## src/rtl/mem_copy_dma_if.sv

```systemverilog
// Bus bundle between the copy/fill engine and its surroundings: the
// request/argument lines from the CPU side, the busy/done status, and the
// single-port 8-bit memory strobes, address and data.
interface mem_copy_dma_if;
  logic       start;
  logic       mode;
  logic [7:0] src;
  logic [7:0] dst;
  logic [7:0] len;
  logic [7:0] pattern;
  logic [7:0] memdata;
  logic       memread;
  logic       memwrite;
  logic [7:0] adr;
  logic [7:0] writedata;
  logic       busy;
  logic       done;

  // Engine side: takes the request and read data, drives the memory port.
  modport master (
    input  start, mode, src, dst, len, pattern, memdata,
    output memread, memwrite, adr, writedata, busy, done
  );

  // Requester/memory side: the mirror image of the engine.
  modport slave (
    output start, mode, src, dst, len, pattern, memdata,
    input  memread, memwrite, adr, writedata, busy, done
  );
endinterface

```

## src/rtl/mem_copy_dma.sv

```systemverilog
// Block copy / block fill engine for the 8-bit single-port memory.
// Copy alternates READ and WRITE one byte at a time; fill streams WRITEs.
// Overlapping copies whose destination lies above the source run downwards
// so no source byte is overwritten before it has been read.
module mem_copy_dma (
  input  logic           clk,
  input  logic           reset,
  mem_copy_dma_if.master bus
);

  typedef enum logic [1:0] {IDLE, READ, WRITE, DONE} state_t;

  state_t     state_q, state_d;
  logic       mode_q;
  logic       desc_q;
  logic [7:0] pat_q;
  logic [7:0] cnt_q;
  logic [7:0] rp_q;
  logic [7:0] wp_q;

  logic       memread_c;
  logic       memwrite_c;
  logic [7:0] adr_c;
  logic [7:0] wdata_c;
  logic       busy_c;
  logic       done_c;

  // Direction decision and end-of-block offsets, evaluated on the request
  // inputs so they can be captured together with start.
  logic [8:0] src_end;
  logic [7:0] last_off;
  logic       desc_w;

  assign src_end  = {1'b0, bus.src} + {1'b0, bus.len};
  assign last_off = bus.len - 8'd1;
  assign desc_w   = !bus.mode && (bus.dst > bus.src) && ({1'b0, bus.dst} < src_end);

  // State register.
  always_ff @(posedge clk) begin
    if (reset) state_q <= IDLE;
    else       state_q <= state_d;
  end

  // Argument capture, pointer stepping and byte counting.
  always_ff @(posedge clk) begin
    if (reset) begin
      mode_q <= 1'b0;
      desc_q <= 1'b0;
      pat_q  <= '0;
      cnt_q  <= '0;
      rp_q   <= '0;
      wp_q   <= '0;
    end else begin
      case (state_q)
        IDLE: begin
          if (bus.start) begin
            mode_q <= bus.mode;
            desc_q <= desc_w;
            pat_q  <= bus.pattern;
            cnt_q  <= bus.len;
            rp_q   <= desc_w ? bus.src + last_off : bus.src;
            wp_q   <= desc_w ? bus.dst + last_off : bus.dst;
          end
        end
        READ: begin
          rp_q <= desc_q ? rp_q - 8'd1 : rp_q + 8'd1;
        end
        WRITE: begin
          wp_q  <= desc_q ? wp_q - 8'd1 : wp_q + 8'd1;
          cnt_q <= cnt_q - 8'd1;
        end
        default: ;
      endcase
    end
  end

  // Next-state and Moore outputs; in copy mode the write data is the byte
  // the memory returns for the preceding READ.
  always_comb begin
    state_d    = state_q;
    memread_c  = 1'b0;
    memwrite_c = 1'b0;
    adr_c      = '0;
    wdata_c    = '0;
    busy_c     = 1'b0;
    done_c     = 1'b0;
    case (state_q)
      IDLE: begin
        if (bus.start) begin
          if (bus.len == 8'd0) state_d = DONE;
          else if (bus.mode)   state_d = WRITE;
          else                 state_d = READ;
        end
      end
      READ: begin
        memread_c = 1'b1;
        adr_c     = rp_q;
        busy_c    = 1'b1;
        state_d   = WRITE;
      end
      WRITE: begin
        memwrite_c = 1'b1;
        adr_c      = wp_q;
        wdata_c    = mode_q ? pat_q : bus.memdata;
        busy_c     = 1'b1;
        if (cnt_q == 8'd1) state_d = DONE;
        else if (mode_q)   state_d = WRITE;
        else               state_d = READ;
      end
      DONE: begin
        done_c  = 1'b1;
        state_d = IDLE;
      end
      default: state_d = IDLE;
    endcase
  end

  assign bus.memread   = memread_c;
  assign bus.memwrite  = memwrite_c;
  assign bus.adr       = adr_c;
  assign bus.writedata = wdata_c;
  assign bus.busy      = busy_c;
  assign bus.done      = done_c;

endmodule

```

## src/flat_wrapper.sv

```systemverilog
// flat-port wrapper written by rule: the top's interface ports become plain ports
module mem_copy_dma_flat 
  (clk, reset, bus_start, bus_mode, bus_src, bus_dst, bus_len, bus_pattern, bus_memdata, bus_memread, bus_memwrite, bus_adr, bus_writedata, bus_busy, bus_done);
  mem_copy_dma_if bus_i ();
  input  logic clk;
  input  logic reset;
  input wire logic [$bits(bus_i.start)-1:0] bus_start;
  input wire logic [$bits(bus_i.mode)-1:0] bus_mode;
  input wire logic [$bits(bus_i.src)-1:0] bus_src;
  input wire logic [$bits(bus_i.dst)-1:0] bus_dst;
  input wire logic [$bits(bus_i.len)-1:0] bus_len;
  input wire logic [$bits(bus_i.pattern)-1:0] bus_pattern;
  input wire logic [$bits(bus_i.memdata)-1:0] bus_memdata;
  output wire logic [$bits(bus_i.memread)-1:0] bus_memread;
  output wire logic [$bits(bus_i.memwrite)-1:0] bus_memwrite;
  output wire logic [$bits(bus_i.adr)-1:0] bus_adr;
  output wire logic [$bits(bus_i.writedata)-1:0] bus_writedata;
  output wire logic [$bits(bus_i.busy)-1:0] bus_busy;
  output wire logic [$bits(bus_i.done)-1:0] bus_done;
  assign bus_i.start = bus_start;
  assign bus_i.mode = bus_mode;
  assign bus_i.src = bus_src;
  assign bus_i.dst = bus_dst;
  assign bus_i.len = bus_len;
  assign bus_i.pattern = bus_pattern;
  assign bus_i.memdata = bus_memdata;
  assign bus_memread = bus_i.memread;
  assign bus_memwrite = bus_i.memwrite;
  assign bus_adr = bus_i.adr;
  assign bus_writedata = bus_i.writedata;
  assign bus_busy = bus_i.busy;
  assign bus_done = bus_i.done;
  mem_copy_dma u_core (.clk(clk), .reset(reset), .bus(bus_i));
endmodule
```

## config.mk

```make
export PLATFORM = sky130hd
export DESIGN_NAME = mem_copy_dma_flat
export DESIGN_NICKNAME = d
export VERILOG_FILES = /design/src/rtl/mem_copy_dma_if.sv /design/src/rtl/mem_copy_dma.sv /design/src/flat_wrapper.sv
export SDC_FILE = /design/constraint.sdc
export NUM_CORES = 1
export LEC_CHECK = 0
export CELL_PAD_IN_SITES_DETAIL_PLACEMENT = 1
export CELL_PAD_IN_SITES_GLOBAL_PLACEMENT = 2
export CORE_ASPECT_RATIO = 0.8
export CORE_MARGIN = 3
export CORE_UTILIZATION = 29
export CTS_CLUSTER_SIZE = 14
export DETAILED_ROUTE_END_ITERATION = 8
export HOLD_SLACK_MARGIN = 0.05
export PLACE_DENSITY_LB_ADDON = 0.1
export SYNTH_ARGS = -nofsm -noshare
export SYNTH_HDL_FRONTEND = slang
export SYNTH_SLANG_ARGS = --single-unit
export TNS_END_PERCENT = 5
```

## constraint.sdc

```tcl
create_clock -name clk -period 3.37 [get_ports clk]
set_input_delay 0.674 -clock clk [delete_from_list [all_inputs] [get_ports clk]]
set_output_delay 0.674 -clock clk [all_outputs]
set_load 0.005 [all_outputs]
```

# ---- After elaboration in Yosys (flattened, before gate mapping)
# Index checks and enable logic that the tools add are counted.
dict set report totals {
  reg_bits 36
  inputBits 44
  output_inout_bits 20
}
dict set report op_classes {
  n_addsub 9
  order_cmp 2
  n_eq_ne 5
  n_mux 23
  n_reduce_logical 11
}
# op n
set ops {}
lappend ops {{8-bit two-way mux} 9}
lappend ops {{8-bit case mux with 2 select lines} 4}
lappend ops {{8-bit by 1-bit subtractor with 8-bit output, second input constant} 4}
lappend ops {{8-bit by 1-bit adder with 8-bit output, second input constant} 2}
lappend ops {{8-bit adder} 2}
lappend ops {{2-bit two-way mux} 5}
lappend ops {{8-bit by 8-bit adder with 9-bit output} 1}
lappend ops {{8-bit by 9-bit less-than comparator with 1-bit output} 1}
lappend ops {{8-bit by 1-bit == test with 1-bit output, second input constant} 1}
lappend ops {{8-bit > comparator} 1}
lappend ops {{8-bit zero test} 1}
lappend ops {{2-bit case mux with 4 select lines} 1}
lappend ops {{2-bit AND reduction} 3}
lappend ops {{2-bit == test, second input constant} 2}
lappend ops {{1-bit two-way mux} 4}
lappend ops {{2-bit nonzero test} 2}
lappend ops {{2-bit by 1-bit == test with 1-bit output, second input constant} 1}
lappend ops {{1-bit logical AND} 2}
lappend ops {{2-bit zero test} 1}
lappend ops {{2-bit inequality test, second input constant} 1}
lappend ops {{2-bit OR reduction} 1}
lappend ops {{1-bit zero test} 1}

# ---- Depth between registers and ports, before layout
# Gate-level depths: netlist of the first run.
dict set report depth {
  word_depth 6
  depth_mapped 17
  depth_no_buf 16
}

# ---- Worst setup path before layout of the first run
# No wires, ideal clock.
dict set report synth_timing {
  path_type {in2reg}
  startpoint {in bus_len[0]}
  endpoint {reg u_core.wp_q[2]}
  arrival_time_ps 3197
  path_slack_ps 38
  stages 16
  path_buffers 1
  path_cell_list {ha_1 inv_1 fa_1 and2b_1 o2111ai_1 nand2_1 nor2_1 xor2_1 ha_1 a21o_1 a21oi_1 nand2b_2 a21oi_4 buf_4 mux2i_1 a211oi_1}
}
dict set report synth_via {
  elab_chain_cells 6
  word_cells_on_any_way 8
  classes_between {add/sub (3); order compare (1); mux (3); reduce/logical (1)}
}
# item line
set synth_lines {}
lappend synth_lines {{start, declared} flat_wrapper.sv:11} ;# input wire logic [$bits(bus_i.len)-1:0] bus_len;
lappend synth_lines {{8-bit by 8-bit adder with 9-bit output} mem_copy_dma.sv:34} ;# assign src_end = {1'b0, bus.src} + {1'b0, bus.len};
lappend synth_lines {{8-bit by 9-bit less-than comparator with 1-bit output} mem_copy_dma.sv:36} ;# assign desc_w = !bus.mode && (bus.dst > bus.src) && ({1'b0, bus.dst} < src_end);
lappend synth_lines {{1-bit logical AND} mem_copy_dma.sv:36}
lappend synth_lines {{8-bit two-way mux (*)} mem_copy_dma.sv:62} ;# wp_q <= desc_w ? bus.dst + last_off : bus.dst;
lappend synth_lines {{8-bit two-way mux (*)} mem_copy_dma.sv:56} ;# if (bus.start) begin
lappend synth_lines {{8-bit case mux with 2 select lines (*)} mem_copy_dma.sv:54} ;# case (state_q)
lappend synth_lines {{end signal, assigned} mem_copy_dma.sv:62}
lappend synth_lines {{end signal, assigned} mem_copy_dma.sv:69} ;# wp_q <= desc_q ? wp_q - 8'd1 : wp_q + 8'd1;
lappend synth_lines {{end, declared} mem_copy_dma.sv:19} ;# logic [7:0] wp_q;
# Every way passes the cells marked *; elsewhere a longest branch is shown, timed or not. The select of a mux whose other input is x is not followed.
# A chain may end at the register's enable or synchronous reset.

# ---- Worst setup path after layout of the first run
# Same ends and word-level chain as after synthesis.

==> results by group, run 1 <==
Finish
  • Most common cell after layout, fill and taps aside: buf_4
  • Fin nets: 758
  • Most frequent cells in the layout: buf_4, a21oi_1, nand2_1, clkdlybuf4s50_1, ha_1
  • Finished Core Util: 0.420
  • Antenna Cells: 0
  • FILL cells: 1652
  • Proportion of layout cells with a drive suffix above 1: 0.191
  • Sequential Area: 721 µm²
  • Cell area after layout: 0.00573 mm²
  • Layout area overhead: 41.1%
  • Final Non-Filler Cells: 833
  • Area occupied by multi-input gates: 0.00329 mm²

Critical path
  • Critical R2R Launch: u_core.state_q[0]$_SDFFE_PP0P_
  • R2r setup slk: 720 ps
  • Slowest CP cell: ha_1
  • CP Cell Sequence: buf_8 > ha_4 > inv_2 > fa_2 > and2b_1 > o2111ai_2 > nand2_1 > nor2_2 > xor2_1 > ha_1 > a21o_1 > a21oi_4 > nand2b_4 > a21oi_4 > buf_6 > mux2i_4 > a211oi_2
  • Largest stage delay, worst path: 270 ps
  • CP dominant cell by count: a21oi_4
  • Crit. End Element: register
  • Crit path DAT: 3410 ps
  • CP required: 3530 ps
  • Crit path max fanout: 5
  • Worst R2R Path Depth: 7
  • R2R Path End: u_core.wp_q[6]$_SDFFE_PP0P_
  • Crit Path Class: input pin to register
  • Worst setup SP type: input pin
  • Critical path startpoint: bus_len[0]

Power and ir drop
  • Logic pwr share: 0.539
  • Sequential Power Share: 0.257
  • Leak: 2.42 nW
  • Sw Share: 0.416
  • Internal power: 1.38 mW
  • Max VDD drop: 0.170 mV
  • Clock power frac: 0.204
  • P_sw: 0.984 mW
  • Pwr Total: 2.37 mW
  • Pwr/cell area: 413 mW/mm²

Synth
  • Synth unique cells: 60
  • Synth Instances: 527
  • Post-Syn Nets: 633
  • Ys async rst share: 0
  • Avg Cell Area, Syn: 7.70 µm²
  • Synthesis-stage register bit count: 36
  • Synth Warn #: 0
  • Seq/Total Area, Yosys: 0.178
  • Number of synthesized flops with an enable pin: 0
  • Top FF cell, synth: dfxtp_1
  • Post-Syn Area: 0.00406 mm²

Placement
  • Placed insts: 821
  • PortBufs: 63
  • Routability cong.: 0.838
  • Dpl cell area: 0.00534 mm²
  • Dpl hpwl: 12.5 mm

Timing
  • Final setup vio count: 0
  • Slew Limit Fails: 0
  • Final hold vios: 0
  • Fmax achieved: 0.307 GHz
  • RSZ-0062 raised after global routing: true
  • Final worst clock skew: 10.9 ps
  • Setup TNS: 0 ps
  • Crit path time final: 3260 ps
  • Slew Limit Headroom: 0.574
  • Final worst-path cycle share: 0.967
  • Worst-Margin Slew: 639 ps

Worst hold path
  • Tightest Hold Check Type: register to register
  • Worst hold stages: 2
  • HP Start: u_core.pat_q[3]$_SDFFE_PP0P_
  • Worst Hold End: u_core.pat_q[3]$_SDFFE_PP0P_

CTS
  • Root Buffer Master: clkbuf_16
  • Latest clock arrival within the worst-skew pair: 290 ps
  • CTS tree: yes
  • CTS Sinks: 36
  • Hold Buf Count CTS: 0
  • Clk buf depth: 2
  • Clk slew on worst S/H paths: 60 ps
  • TritonCTS Buffers: 5
  • H-tree depth: 2

Floorplan
  • I/O pin total: 64
  • Die area: 0.0155 mm²
  • Die span in y: 112 µm
  • Core Footprint: 0.0136 mm²
  • # rows: 38
  • Die W: 138 µm
  • Starting Density: 0.298

Route
  • Routed via count: 4229
  • DRT iter0 DRCs: 129
  • Remaining antenna violation count: 0
  • Vias per cell: 5.08
  • Pre-antenna DRT Iters: 4
  • Final WL: 14.8 mm
  • Average routed wire per standard cell: 17.8 µm
  • Detailed-route DRC error count: 0

Global route
  • Initial antenna violation count: 0
  • First-pass GRT wire length: 23.9 mm
  • Vias in the first global route: 4449
  • GRT Total Usage: 0.190
  • Largest net degree at the start of global routing: 21
  • Congestion Overflow GR: 0

Job
  • # Max-Cap Violations: 0

Status
  • Status: complete, no violations
[cell type report]
cell class                 instances  area share
timing repair buffer             140       0.212
inverter                          33      0.0216
clock buffer                       7      0.0249
multi-input combinational        436       0.575
sequential                        36       0.126
clock inverter                     1     0.00131
tap                              180      0.0393
[worst max-delay path, delay by kind of cell]
family,cells,cell delay [ps]
muxes,1,230
AOI/OAI and AO/OA,5,890
buffers and inverters,3,320
xor gates and xnor gates,1,170
and+or+nand+nor,4,530
adders and majority gates,3,600
[power groups by stage]
stage | clock network (mW) | logic (mW) | registers (mW)
final | 0.483 | 1.28 | 0.609
after global routing | 0.507 | 1.43 | 0.622
after CTS | 0.489 | 1.24 | 0.609
after detailed placement | 0 | 1.21 | 0.618
after global placement | 0 | 1.18 | 0.616
after floorplan | 0 | 0.750 | 0.570
[kinds of logic after synthesis]
logic type / Yosys count / share of synthesized area
AND/OR/NAND/NOR: 173 / 0.209
AO/OA/AOI/OAI: 152 / 0.241
adder cells (fa/ha/maj): 62 / 0.200
buffers and inverters: 55 / 0.0610
flip-flops: 36 / 0.178
XOR/XNOR: 32 / 0.0690
multiplexers: 17 / 0.0422
[synth_stat cells, types with 3 or more instances]
master     instances  share of area
xor2_1            19          0.041
nor2b_1           12          0.018
o211ai_1           4         0.0074
xnor2_1           13          0.028
clkbuf_1          15          0.014
nor4_1             3         0.0046
a22oi_1           12          0.022
nor3_1            14          0.017
nand2b_1           6         0.0092
a31oi_1            5         0.0077
fa_1               5          0.025
mux2i_1           16          0.039
nor2_1            41          0.038
o2bb2ai_1          3         0.0065
a21o_1            11          0.020
o21ai_0           16          0.020
dfxtp_1           36           0.18
nand2_1           53          0.049
nand3_1           14          0.017
a21oi_1           60          0.074
o21bai_1           4         0.0074
o22ai_1            6         0.0092
inv_1             33          0.031
ha_1              57           0.18
nand4b_1           6          0.013
a211oi_1          14          0.026
or3_1              8          0.012
[through the flow]
step,setup WS [ps],hold WS (ps)
3_5_place_dp,-803,453
6_report,112,458
5_1_grt,-70.0,486
4_1_cts,8.44,461
2_1_floorplan,38.3,436
3_3_place_gp,-728,444
[flip-flops by register name, summed over array words and instances (netlist names)]
signal	cells
u_core.pat_q	8
u_core.rp_q	8
u_core.desc_q	1
u_core.wp_q	8
u_core.mode_q	1
u_core.cnt_q	8
u_core.state_q	2
[worst max-delay path by stage]
stage | endpoint | slack [ps] | depth (start not counted)
finish | u_core.wp_q[2]$_SDFFE_PP0P_ | 110 | 17
global route | u_core.wp_q[2]$_SDFFE_PP0P_ | -70 | 17
CTS | u_core.wp_q[2]$_SDFFE_PP0P_ | 8 | 17
detailed placement | u_core.wp_q[1]$_SDFFE_PP0P_ | -800 | 17
global placement | u_core.wp_q[1]$_SDFFE_PP0P_ | -730 | 17
floorplan | u_core.wp_q[2]$_SDFFE_PP0P_ | 40 | 16
[layer usage]
layer / global-route usage / up-vias / part of all wire
li1: - / 2149 / -
met1: 0.273 / 2017 / 0.51
met2: 0.305 / 53 / 0.45
met3: 0.0245 / 10 / 0.025
met4: 0.0382 / 0 / 0.0099
met5: 0 / - / 0
[timing repair]
item	in CTS	in global routing
resized for setup	37	30
endpoints found under the setup margin	17	17
setup buffers	2	2
endpoints found under the hold margin	0	0
pin swaps	14	15
No activity file was read; power rests on OpenSTA's default activity.
==> inputs of run 2 (changes only) <==
CAP_MARGIN = 0   (was unset)
==> results of run 2 <==
The final DEF is identical to that of run 1; final timing and power are the same.
